===== config.mk =====
export PLATFORM = sky130hd
export DESIGN_NAME = battleship_input_ctrl
export DESIGN_NICKNAME = d
export VERILOG_FILES = /design/src/rtl/battleship_input_ctrl.sv
export SDC_FILE = /design/constraint.sdc
export NUM_CORES = 1
export LEC_CHECK = 0
export CAP_MARGIN = 20
export CORE_MARGIN = 1
export CORE_UTILIZATION = 62
export DETAILED_ROUTE_END_ITERATION = 10
export GPL_TIMING_DRIVEN = 0
export PLACE_DENSITY = 0.88
export SETUP_SLACK_MARGIN = 0.4
export SLEW_MARGIN = 40
export SYNTH_ARGS = -nofsm -noshare
export SYNTH_HDL_FRONTEND = slang
export SYNTH_SLANG_ARGS = --single-unit

===== constraint.sdc =====
create_clock -name clk -period 8.2 [get_ports clk]
set_input_delay 0.82 -clock clk [delete_from_list [all_inputs] [get_ports clk]]
set_output_delay 0.82 -clock clk [all_outputs]
set_load 0.02 [all_outputs]

===== src/rtl/battleship_input_ctrl.sv =====
// Pushbutton front end for the battleship core: synchronize, debounce and edge-detect
// four direction buttons and confirm. Optional auto-repeat on mov when AUTOREPEAT_EN is defined.
module battleship_input_ctrl #(
  parameter int unsigned DEBOUNCE_CYCLES = 50000,
  parameter bit          BTN_ACTIVE_LOW  = 1'b1,
  parameter int unsigned REPEAT_DELAY    = 10000000,
  parameter int unsigned REPEAT_PERIOD   = 5000000
) (
  input  logic       clk,
  input  logic       rst,
  input  logic       enable,
  input  logic [3:0] btn_dir,
  input  logic       btn_confirm,
  output logic [3:0] mov,
  output logic       confirm,
  output logic [3:0] dir_level
);

  localparam int unsigned   CW      = $clog2(DEBOUNCE_CYCLES);
  localparam logic [CW-1:0] DB_LAST = CW'(DEBOUNCE_CYCLES - 1);
  localparam logic [4:0]    ACT_POL = {5{BTN_ACTIVE_LOW}};

  // The repeat counter is sized from REPEAT_DELAY, so the period must not exceed it.
  if (DEBOUNCE_CYCLES < 2 || REPEAT_PERIOD < 1 || REPEAT_PERIOD > REPEAT_DELAY) begin : g_bad_cfg
    $error("battleship_input_ctrl: invalid debounce/repeat parameters");
  end

  // Bit 4 carries confirm, bits 3:0 the directions.
  logic [4:0]    raw;
  logic [4:0]    sync1_q, sync2_q;
  logic [4:0]    lvl_q, lvl_prev_q;
  logic [CW-1:0] cnt_q [5];

  assign raw = {btn_confirm, btn_dir};

  always_ff @(posedge clk or posedge rst) begin
    if (rst) begin
      sync1_q    <= '0;
      sync2_q    <= '0;
      lvl_q      <= '0;
      lvl_prev_q <= '0;
      for (int i = 0; i < 5; i++) cnt_q[i] <= '0;
    end else begin
      sync1_q    <= raw ^ ACT_POL;
      sync2_q    <= sync1_q;
      lvl_prev_q <= lvl_q;
      for (int i = 0; i < 5; i++) begin
        if (sync2_q[i] == lvl_q[i]) begin
          cnt_q[i] <= '0;
        end else if (cnt_q[i] == DB_LAST) begin
          lvl_q[i] <= sync2_q[i];
          cnt_q[i] <= '0;
        end else begin
          cnt_q[i] <= cnt_q[i] + CW'(1);
        end
      end
    end
  end

  logic [3:0] d_dir, d_dir_prev;
  logic       d_cf, d_cf_prev;
  logic       new_press, cf_rise;
  logic [3:0] mov_q;
  logic       confirm_q;

  assign d_dir      = lvl_q[3:0];
  assign d_dir_prev = lvl_prev_q[3:0];
  assign d_cf       = lvl_q[4];
  assign d_cf_prev  = lvl_prev_q[4];
  // Chords and releases back to a single button never qualify: a rising bit AND exactly one held.
  assign new_press  = enable && (|(d_dir & ~d_dir_prev)) && $onehot(d_dir);
  assign cf_rise    = enable && d_cf && !d_cf_prev;

`ifdef AUTOREPEAT_EN
  localparam int unsigned   RW        = $clog2(REPEAT_DELAY + 1);
  localparam logic [RW-1:0] REP_FIRST = RW'(REPEAT_DELAY - 1);
  localparam logic [RW-1:0] REP_NEXT  = RW'(REPEAT_PERIOD - 1);

  logic          rep_act_q, rep_first_q;
  logic [RW-1:0] rep_cnt_q;

  always_ff @(posedge clk or posedge rst) begin
    if (rst) begin
      mov_q       <= '0;
      confirm_q   <= 1'b0;
      rep_act_q   <= 1'b0;
      rep_first_q <= 1'b0;
      rep_cnt_q   <= '0;
    end else begin
      confirm_q <= cf_rise;
      mov_q     <= '0;
      if (new_press) begin
        mov_q       <= d_dir;
        rep_act_q   <= 1'b1;
        rep_first_q <= 1'b1;
        rep_cnt_q   <= '0;
      end else if (rep_act_q && enable && (d_dir == d_dir_prev)) begin
        // Unchanged level since the armed press means the same single direction is still held.
        if (rep_cnt_q == (rep_first_q ? REP_FIRST : REP_NEXT)) begin
          mov_q       <= d_dir;
          rep_first_q <= 1'b0;
          rep_cnt_q   <= '0;
        end else begin
          rep_cnt_q <= rep_cnt_q + RW'(1);
        end
      end else begin
        rep_act_q   <= 1'b0;
        rep_first_q <= 1'b0;
        rep_cnt_q   <= '0;
      end
    end
  end
`else
  always_ff @(posedge clk or posedge rst) begin
    if (rst) begin
      mov_q     <= '0;
      confirm_q <= 1'b0;
    end else begin
      mov_q     <= new_press ? d_dir : 4'b0000;
      confirm_q <= cf_rise;
    end
  end
`endif

  assign mov       = mov_q;
  assign confirm   = confirm_q;
  assign dir_level = d_dir;

endmodule

==> summary.md <==
| Metric | Value |
|---|---|
| Critical path's slowest cell | `clkdlybuf4s50_1` |
| PwrDens | `159.5 nW/um^2` |
| Critical Path Max Stage Delay | `0.59 ns` |
| Hold EP | `sync2_q[0]` |
| Worst-path clk slew | `0.09 ns` |
| Hold WS | `0.3565 ns` |
| Worst skew pair latency | `0.36 ns` |
| Leak | `0.002221 uW` |
| Worst Hold Class | `flop to flop` |
| Synth Cell Area | `4861 um^2` |
| Cell variety after synth | `34` |
| I/O pins | `17` |
| DRC Markers | `0` |
| Vias in the first global route | `3367` |
| H-tree levels | `3` |
| Synth warnings | `0` |
| Crit share post-route | `0.2945` |
| CP Buf/Inv Count | `2` |
| MaxCap Viol Count | `0` |
| CTS Buffer Depth | `2` |
| WP data arrival | `1.59 ns` |
| R2R depth | `8` |
| Relative slew slack | `0.6682` |
| Final Slew Violations | `0` |
| DRT iter0 DRCs | `203` |
| GRT Overall Usage | `0.2274` |
| Share of the synthesized area in the top cell type | `0.5405` |
| Fin area | `5354 um^2` |
| Fill cells | `516` |
| Num CTS Buffers | `9` |
| Drt first pass iters | `4` |
| HP Start | `sync1_q[0]` |
| Post-CTS Resized | `0` |
| DIE AREA | `8198 um^2` |
| Core area | `7408 um^2` |
| Final Util | `0.7227` |
| Crit path cell chain | `buf_4, clkdlybuf4s50_1` |
| RSZ-0062 raised after global routing | `false` |
| Routed WL per cell | `14.32 um` |
| Dpl hpwl | `6022 um` |
| Startpoint Class | `flop` |
| Hold Path Depth | `0` |
| Synth Register Bits | `105` |
| Clk sinks | `105` |
| FF-to-FF setup slack | `5.95 ns` |
| Initial Util | `0.6561` |
| CP endpoint kind | `output pin` |
| Syn Area/Cell | `10.41 um^2` |
| Net count after synthesis | `483` |
| DP Area | `5180 um^2` |
| Top post-synthesis cells by area | `dfrtp_1 (54%), xnor2_1 (11%), nor2_1 (6.9%)` |
| Vias | `3367` |
| Diodes inserted | `0` |
| Synth area leader | `dfrtp_1` |
| Nets | `511` |
| Remaining antenna violation count after routing | `0` |
| Skew final | `0.01600 ns` |
| TNS Setup | `0 ns` |
| Crit Path Category | `flop to output pin` |
| Minimum clock period | `2.415 ns` |
| Layout area overhead | `10.14%` |
| # rows | `31` |
| RR Endpoint | `mov[3]` |
| Root buffer cell | `clkbuf_8` |
| Cts hold-fix bufs | `0` |
| Setup violators final | `0` |
| Worst-path fanout max | `7` |
| IO Port Bufs | `16` |
| Vias per cell | `5.621` |
| Die Wd | `90.55 um` |
| Fraction of layout cells with a size suffix above 1 | `0.07600` |
| Initial antenna violation count | `0` |
| Worst ir drop on vdd | `0.1061 mV` |
| CP top delay family | `buffers and inverters` |
| RR Startpoint | `lvl_q[0]` |
| CTS tree | `yes` |
| Syn Inst Count | `467` |
| Slew of the pin with the lowest slew margin | `0.4960 ns` |
| Total gr overflow | `0` |
| Die height | `90.55 um` |
| Final Hold Fails | `0` |
| Status | `completed` |
| Post-synthesis sequential area ratio | `0.5405` |
| Fmax | `0.4141 GHz` |
| First-pass GRT wire length | `14950 um` |
| Gpl congestion | `0.8425` |
| Final wirelength | `8578 um` |
| Largest net degree at the start of global routing | `73` |
| CP Data Required Time | `7.38 ns` |
| Setup repair bufs after CTS | `0` |
[routing by layer]
metal  global-route usage  part of all wire  vias up
met5                    0                 0        -
met4              0.06720             0.012        0
met3              0.05135             0.029       11
met2               0.3908              0.51       64
met1               0.2877              0.45     1656
li1                     -                 -     1636
[state kept, by name, summed over array words and instances (netlist names)]
register,cells
cnt_q,80
mov,4
sync1_q,5
confirm,1
lvl_prev_q,5
sync2_q,5
lvl_q,5
[worst max path at each step]
stage / from / endpoint / cells after the start
floorplan: rst / cnt_q[0] / 1
global placement: rst / cnt_q[71] / 2
detailed placement: lvl_q[0] / mov[3] / 8
CTS: lvl_q[2] / dir_level[2] / 2
global route: lvl_q[2] / dir_level[2] / 2
finish: lvl_q[2] / dir_level[2] / 2
[worst register-to-register path: cells and delay by family (launching register included)]
family / cells / cell delay [ns]
adders and majority gates: 3 / 1.00
and+or+nand+nor: 2 / 0.35
buffers and inverters: 2 / 0.17
DFF: 1 / 0.45
AOI/OAI and AO/OA: 1 / 0.23
[cell usage after synthesis, drive strengths merged]
library cell	instances
nor4	22
o41ai	3
xor2	13
nor2	89
o21a	1
o31ai	2
dfrtp	105
nor3	19
o22ai	2
a21oi	3
inv	27
or3	4
and2	4
nor4bb	4
ha	7
nand4	18
fa	1
nand3b	2
mux2	5
o21ai	1
nand2	25
buf	7
nand3	28
xnor2	59
clkbuf	2
or4	2
or2	3
nor4b	4
and3	5
[placed cells by master, fill, tap and decap left out, types with 5 or more instances in the layout]
cell / instances
clkbuf_8: 10
clkdlybuf4s50_1: 16
buf_4: 6
nor3_1: 19
inv_1: 26
xnor2_1: 59
nand2_1: 25
nor4_1: 22
dfrtp_1: 105
nor2_1: 89
nand3_1: 26
mux2_2: 5
and3_1: 5
xor2_1: 13
ha_1: 7
nand4_1: 18
[layout make-up]
class | count | area (um^2) | area share
tap | 99 | 123.9 | 0.02314
timing repair buffer | 17 | 187.7 | 0.03505
clock inverter | 4 | 28.78 | 0.005375
multi-input combinational | 326 | 2074 | 0.3875
buffer | 9 | 57.56 | 0.01075
sequential | 105 | 2628 | 0.4908
clock buffer | 12 | 145.1 | 0.02711
inverter | 27 | 108.9 | 0.02033
[through the flow]
step	std cells	total power (uW)	setup WS, ns
floorplan	467	566.5	4.619
global placement	582	576.3	3.280
detailed placement	583	580.4	5.973
CTS	599	861.2	5.764
global route	599	888.1	5.709
finish	599	854.1	5.785
[cell families after synthesis]
kind of cell / Yosys count / share of synthesized area
and+or+nand+nor: 229 / 0.2350
AOI/OAI and AO/OA: 12 / 0.02831
adders and majority gates: 8 / 0.02214
xor gates and xnor gates: 72 / 0.1297
muxes: 5 / 0.01158
buffers and inverters: 36 / 0.03269
DFF: 105 / 0.5405
[power by group]
group | total (uW) | switching (uW) | internal (uW)
registers | 533 | 7.33 | 526
clock network | 285 | 166 | 119
logic | 36.0 | 22.8 | 13.2
No activity file was read; power rests on OpenSTA's default activity.
